`src/rtl/seg_scan_decoder.sv`:
```
`default_nettype none
// ============================================================================
// Module      : seg_scan_decoder
// Description : Recovers hex digits from a multiplexed 4-digit seven-segment
//               bus and publishes a 16-bit frame once every digit is captured.
// Revision    : 1.0  initial release
// ============================================================================
module seg_scan_decoder #(
  parameter int STABLE_CYCLES = 4,
  parameter int CNT_W         = 3
) (
  input  logic        clk,
  input  logic        rst_n,
  input  logic [6:0]  seg_n,
  input  logic [3:0]  an_n,
  output logic [15:0] hex_value,
  output logic        frame_valid,
  output logic [3:0]  digit_err
);

  typedef enum logic [1:0] {
    S_IDLE    = 2'd0,
    S_TRACK   = 2'd1,
    S_CAPTURE = 2'd2,
    S_HOLD    = 2'd3
  } state_t;

  localparam logic [CNT_W-1:0] C_CNT_ONE = CNT_W'(1);
  localparam logic [CNT_W-1:0] C_CNT_MAX = {CNT_W{1'b1}};
  localparam logic [CNT_W-1:0] C_STABLE  = CNT_W'(STABLE_CYCLES);
  localparam bit               C_IMMEDIATE = (STABLE_CYCLES <= 1);

  // Input registers
  logic [6:0]       r_seg_q;
  logic [3:0]       r_an_q;

  // Tracker state
  state_t           r_state;
  logic [CNT_W-1:0] r_cnt;
  logic [3:0]       r_ref_an;
  logic [6:0]       r_ref_seg;

  // Frame assembly
  logic [15:0]      r_stage;
  logic [3:0]       r_err_stage;
  logic [3:0]       r_mask;
  logic [15:0]      r_hex_value;
  logic             r_frame_valid;
  logic [3:0]       r_digit_err;

  logic             w_an_legal;
  logic             w_same;
  logic [CNT_W-1:0] w_cnt_inc;
  logic [1:0]       w_ref_idx;
  logic [3:0]       w_ref_bit;
  logic [3:0]       w_ref_nib;
  logic             w_ref_ok;
  logic             w_do_capture;
  logic             w_mask_full;
  logic [3:0]       w_mask_base;

  always_ff @(posedge clk or negedge rst_n) begin
    if (!rst_n) begin
      r_seg_q <= 7'h7F;
      r_an_q  <= 4'hF;
    end else begin
      r_seg_q <= seg_n;
      r_an_q  <= an_n;
    end
  end

  always_comb begin
    w_an_legal = 1'b0;
    case (r_an_q)
      4'b1110, 4'b1101, 4'b1011, 4'b0111: w_an_legal = 1'b1;
      default:                            w_an_legal = 1'b0;
    endcase
  end

  assign w_same    = (r_an_q == r_ref_an) && (r_seg_q == r_ref_seg);
  assign w_cnt_inc = (r_cnt == C_CNT_MAX) ? r_cnt : r_cnt + C_CNT_ONE;

  // The reference anode is always legal once captured, so it maps to one index.
  always_comb begin
    w_ref_idx = 2'd0;
    case (r_ref_an)
      4'b1110: w_ref_idx = 2'd0;
      4'b1101: w_ref_idx = 2'd1;
      4'b1011: w_ref_idx = 2'd2;
      4'b0111: w_ref_idx = 2'd3;
      default: w_ref_idx = 2'd0;
    endcase
  end

  assign w_ref_bit = 4'b0001 << w_ref_idx;

  always_comb begin
    w_ref_nib = 4'h0;
    w_ref_ok  = 1'b1;
    case (r_ref_seg)
      7'h40: w_ref_nib = 4'h0;
      7'h79: w_ref_nib = 4'h1;
      7'h24: w_ref_nib = 4'h2;
      7'h30: w_ref_nib = 4'h3;
      7'h19: w_ref_nib = 4'h4;
      7'h12: w_ref_nib = 4'h5;
      7'h02: w_ref_nib = 4'h6;
      7'h78: w_ref_nib = 4'h7;
      7'h00: w_ref_nib = 4'h8;
      7'h10: w_ref_nib = 4'h9;
      7'h08: w_ref_nib = 4'hA;
      7'h03: w_ref_nib = 4'hB;
      7'h46: w_ref_nib = 4'hC;
      7'h21: w_ref_nib = 4'hD;
      7'h06: w_ref_nib = 4'hE;
      7'h0E: w_ref_nib = 4'hF;
      default: begin
        w_ref_nib = 4'h0;
        w_ref_ok  = 1'b0;
      end
    endcase
  end

  // Digit tracker: a new legal reference always restarts stability counting.
  always_ff @(posedge clk or negedge rst_n) begin
    if (!rst_n) begin
      r_state   <= S_IDLE;
      r_cnt     <= '0;
      r_ref_an  <= 4'hF;
      r_ref_seg <= 7'h7F;
    end else begin
      case (r_state)
        S_IDLE: begin
          if (w_an_legal) begin
            r_ref_an  <= r_an_q;
            r_ref_seg <= r_seg_q;
            r_cnt     <= C_CNT_ONE;
            r_state   <= C_IMMEDIATE ? S_CAPTURE : S_TRACK;
          end else begin
            r_cnt <= '0;
          end
        end
        S_TRACK: begin
          if (w_same) begin
            r_cnt <= w_cnt_inc;
            if (w_cnt_inc >= C_STABLE) begin
              r_state <= S_CAPTURE;
            end
          end else if (w_an_legal) begin
            r_ref_an  <= r_an_q;
            r_ref_seg <= r_seg_q;
            r_cnt     <= C_CNT_ONE;
            r_state   <= C_IMMEDIATE ? S_CAPTURE : S_TRACK;
          end else begin
            r_cnt   <= '0;
            r_state <= S_IDLE;
          end
        end
        S_CAPTURE: begin
          if (w_an_legal) begin
            r_state <= S_HOLD;
          end else begin
            r_cnt   <= '0;
            r_state <= S_IDLE;
          end
        end
        S_HOLD: begin
          if (!w_same) begin
            if (w_an_legal) begin
              r_ref_an  <= r_an_q;
              r_ref_seg <= r_seg_q;
              r_cnt     <= C_CNT_ONE;
              r_state   <= C_IMMEDIATE ? S_CAPTURE : S_TRACK;
            end else begin
              r_cnt   <= '0;
              r_state <= S_IDLE;
            end
          end
        end
        default: begin
          r_cnt   <= '0;
          r_state <= S_IDLE;
        end
      endcase
    end
  end

  assign w_do_capture = (r_state == S_CAPTURE);
  assign w_mask_full  = &r_mask;
  assign w_mask_base  = w_mask_full ? 4'b0000 : r_mask;

  // Publishing reads the stage before any same-cycle capture writes it.
  always_ff @(posedge clk or negedge rst_n) begin
    if (!rst_n) begin
      r_stage       <= '0;
      r_err_stage   <= '0;
      r_mask        <= '0;
      r_hex_value   <= '0;
      r_frame_valid <= 1'b0;
      r_digit_err   <= '0;
    end else begin
      r_frame_valid <= w_mask_full;
      if (w_mask_full) begin
        r_hex_value <= r_stage;
        r_digit_err <= r_err_stage;
      end
      r_mask <= w_mask_base | (w_do_capture ? w_ref_bit : 4'b0000);
      if (w_do_capture) begin
        if (w_ref_ok) begin
          r_stage[w_ref_idx*4 +: 4] <= w_ref_nib;
          r_err_stage[w_ref_idx]    <= 1'b0;
        end else begin
          r_err_stage[w_ref_idx]    <= 1'b1;
        end
      end
    end
  end

  assign hex_value   = r_hex_value;
  assign frame_valid = r_frame_valid;
  assign digit_err   = r_digit_err;

endmodule
`default_nettype wire
```
`config.mk`:
```
export PLATFORM = sky130hd
export DESIGN_NAME = seg_scan_decoder
export DESIGN_NICKNAME = d
export VERILOG_FILES = /design/src/rtl/seg_scan_decoder.sv
export SDC_FILE = /design/constraint.sdc
export NUM_CORES = 1
export LEC_CHECK = 0
export ABC_AREA = 1
export CORE_MARGIN = 3
export CORE_UTILIZATION = 50
export CTS_BUF_LIST = sky130_fd_sc_hd__clkbuf_4
export DETAILED_ROUTE_END_ITERATION = 6
export PLACE_DENSITY = 0.78
export SLEW_MARGIN = 20
export SYNTH_ARGS = -nofsm -noshare
export SYNTH_HDL_FRONTEND = slang
export SYNTH_SLANG_ARGS = --single-unit
export TNS_END_PERCENT = 1
```
`constraint.sdc`:
```
create_clock -name clk -period 4 [get_ports clk]
set_input_delay 0.8 -clock clk [delete_from_list [all_inputs] [get_ports clk]]
set_output_delay 0.8 -clock clk [all_outputs]
set_load 0.02 [all_outputs]
```
==> results.md <==
- After synthesis, the share of flip-flops with an asynchronous set or reset is between 90% and 100%.
- The multi-input combinational cells in the finished layout cover a total of 1690 µm².
- The clock network latency to the later pin of the worst-skew pair is about 0.4 ns.
- The storage element area is 1830 µm².
- The static leakage is 2.17 nW.
- The clock network fraction of total power is 28.1%.
- For this design the ratio of total power to cell area is 372 nW/µm².
- The largest individual stage delay along the critical path comes from the cell dfstp_2.
- Walking the worst path, the cells encountered are nand2_1, o31ai_4, inv_1, ha_1, inv_1, nor2_1, nand2_1, o21ai_1.
- The number of antenna cells inserted is 0.
- In the final routed layout, each cell accounts on average for 11.8 µm.
- The number of hold-slack violations in the final timing report came to 0.
- The buffer levels on the longest clock path is 2.
- The aggregate routed wire length is 6.81 mm.
- The count of warnings emitted by yosys is 0.
- CTS saw 72 sinks.
- The tightest hold path in the finished design has a slack of slightly below 0.5 ns.
- The mapped netlist covers ~3700 µm².
- The global-route usage over all layers is 17.4%.
- In this design, the stage delay of the slowest critical-path cell is slightly below 0.6 ns.
- The estimated wirelength of the detail-placed design is 5.29 mm.
- The width of the chip is ~92 µm.
- The worst supply voltage drop on vdd is 0.000235 V.
- Setup repair after global routing left no endpoint under its margin.
- STA classifies the critical path startpoint as a flop.
- The flop and latch count out of synthesis is 72.
- The routed via count divided by cell count is 4.88.
- The final route contains 2,817 vias.
- Summing internal, switching and leakage power gives 1.59 mW.
- For this run, the number of standard cells in the final layout without fillers is between 500 and 600.
- Headroom to the max-slew limit came out at ~39%.
- The pin count of the biggest net entering global routing is 43.
- For this run, design rule violations remaining after detail routing come to 0.
- After global routing the overflow that remains totals 0.
- The area enclosed by the die boundary is between 8000 and 9000 µm².
- The number of detailed-route iterations in the first pass is 4.
- The run finished with clean final reports.
- Along the worst path, the maximum fanout reaches 9.
- Relative to the synthesized area, the layout overhead comes to 14.9%.
- The required time at the worst-slack endpoint is 4.33 ns.
- After layout, the worst path uses 57.8% of the clock period.
- The clock tree synthesis step divided the H-tree into 3 levels.
- The number of global-route vias before repair came to 2,670.
- For the pin with the worst max-slew slack, the measured transition is 0.922 ns.
- The number of placed cells counting well taps is 561.
- In this run, post-CTS repair resized a total of 0 instances.
- The switching power as a share of total power is 30.9%.
- The number of nets in the synthesized netlist is 461.
- The root buffer selected by CTS is clkbuf_4.
- The y dimension of the die is 92.3 µm.
- The layout has 636 filler cells.
- The utilization of the core after routing is 61.0%.
- The congestion estimate from routability-driven global placement came to approximately 0.9.
- Data arrives at the worst endpoint at 2.64 ns.
- The share of total power dissipated in combinational logic is 19.7%.
- The main flop type after synthesis is dfrtp_1.
- The top achievable clock speed is around 430 MHz.
- The number of buffers inserted by port buffering is 33.
- The floorplan step defined a core boundary enclosing 7020 µm².
- The number of clock buffers added by TritonCTS is 9.
- In this run, post-CTS hold repair placed 0 buffers.
- The sequential fraction of design power is 52.2%.
- The kind of critical path is reg2reg.
- The critical path capture point type is a flop.
- The initial cell density of the core is 53.1%.
- The initial antenna violation count is 0.
- The post-route setup TNS is 0 ns.
- The remaining antenna violation count is 0.
- The synthesized design contains 0 enable-type register cells.
- Across the run, the number of max-cap violations was 0.
- Setup violations remaining at the end of the flow were counted as 0.
- Once the clock tree was built, the setup fixing pass inserted 0 buffers.
- The number of primary I/O pins is 34.
- For this run, the post-layout net count is 501.
- The post-synthesis sequential area ratio is between 40% and 50%.
- Synthesis produced a netlist whose cell count is between 400 and 500.
- The power spent charging and discharging nets is 0.492 mW.
- After synthesis, the netlist uses 31 different library cells.
- The worst clock skew is 0.0122 ns.
- Cells with a size suffix above 1 make up 18.3% of the layout.
- The top cell types in the final layout, fill and taps aside, are nand2_1, nor2_1, dfrtp_1.
- Cell internal power was estimated by the tool at 1.10 mW.
- Clock-pin slew was measured on the worst setup and hold paths at around 0.11 ns.
- The path class of the tightest hold or removal check is reg2reg.
- The DRC marker count from the first detailed-route iteration is 62.
- The most common cell after layout, fill and taps aside is nand2_1.
- TritonCTS built the clock tree.
- The minimum period implied by the final worst setup slack is between 2 and 2.5 ns.
- The count of final max-slew check failures is 0.
- The mean cell area of the mapped netlist is 8.54 µm².
- The first global-routing pass estimated 11.8 mm of wire.
- The number of cell rows is 30.
==> state kept, by name, indices dropped and copies added (netlist names), named ones only <==
| register | count |
|---|---|
| digit_err | 4 |
| r_an_q | 4 |
| frame_valid | 1 |
| r_stage | 16 |
| r_state | 2 |
| r_ref_an | 4 |
| r_mask | 4 |
| r_seg_q | 7 |
| hex_value | 16 |
| r_cnt | 3 |
| r_ref_seg | 7 |
==> final cells by class <==
class | count | share of cell area (%)
Clock buffer | 12 | 2.10
Multi-Input combinational cell | 314 | 39.4
Sequential cell | 72 | 42.7
Inverter | 43 | 3.77
Timing Repair Buffer | 36 | 8.12
Tap cell | 96 | 2.81
Clock inverter | 4 | 1.05
==> cells by family (layout without fill, tap and decap cells) <==
group | after synthesis | in the layout | share of synthesized area, %
AOI/OAI and AO/OA | 28 | 28 | 4.87
muxes | 21 | 21 | 6.31
adders and majority gates | 12 | 12 | 4.03
DFF | 72 | 72 | 49.1
buffers and inverters | 50 | 95 | 5.58
and+or+nand+nor | 244 | 244 | 28.0
xor gates and xnor gates | 9 | 9 | 2.12
==> critical path, delay by kind of cell (launching register included) <==
family / cells / cell delay [ns]
buf+inv: 2 / 0.28
fa+ha+maj: 1 / 0.39
compound gates: 2 / 0.50
simple gates: 3 / 0.47
flops: 1 / 0.59
==> per-layer routing <==
metal  share of wire [%]  GRT usage (%)  vias up  wire [µm]
li1                    -              -     1452          -
met4                 1.6           6.31        0        112
met5                   0              0        -          0
met3                 3.5           4.39       11        238
met1                  47           21.2     1303       3170
met2                  48           29.7       51       3280
==> final timing paths <==
kind                                          from                 endpoint  depth (start not counted)  slack (ns)
setup / recovery           r_ref_an[2]$_DFFE_PN1P_   r_stage[2]$_DFFE_PN0P_                          8        1.69
hold reg to reg            r_stage[14]$_DFFE_PN0P_  r_stage[14]$_DFFE_PN0P_                          2        0.48
hold / removal             r_stage[14]$_DFFE_PN0P_  r_stage[14]$_DFFE_PN0P_                          2        0.48
min in group asynchronous                    rst_n                async pin                          1        0.52
setup reg to reg           r_ref_an[2]$_DFFE_PN1P_   r_stage[2]$_DFFE_PN0P_                          8        1.69
max in group asynchronous                    rst_n      r_an_q[3]$_DFF_PN1_                          2        2.65
==> through the flow <==
stage,area [µm²],setup WS (ns)
5_1_grt,4280,1.54
3_3_place_gp,4150,1.87
4_1_cts,4280,1.70
3_5_place_dp,4150,1.73
6_report,4280,1.69
2_1_floorplan,3720,2.01
==> cells in the mapped netlist (4+ instances only) <==
| cell type | instances | area [µm²] |
|---|---|---|
| inv_2 | 11 | 41.3 |
| buf_2 | 4 | 20.0 |
| o21ai_0 | 7 | 35.0 |
| xnor2_1 | 8 | 70.1 |
| mux2_2 | 18 | 203 |
| dfrtp_1 | 50 | 1250 |
| nor2_1 | 55 | 206 |
| inv_1 | 32 | 120 |
| a21oi_2 | 5 | 43.8 |
| nand2_1 | 138 | 518 |
| nor2_4 | 5 | 56.3 |
| dfstp_2 | 22 | 578 |
| o21ai_1 | 10 | 50.1 |
| nand3_1 | 33 | 165 |
| ha_1 | 12 | 150 |
==> power by group through the flow <==
| stage | clock network (mW) | logic [mW] | registers (mW) |
|---|---|---|---|
| after floorplan | 0 | 0.249 | 0.829 |
| after global placement | 0 | 0.304 | 0.843 |
| after detailed placement | 0 | 0.315 | 0.845 |
| after CTS | 0.461 | 0.316 | 0.833 |
| after global routing | 0.494 | 0.360 | 0.840 |
| final | 0.447 | 0.315 | 0.832 |
(Power assumes the default switching activity.)
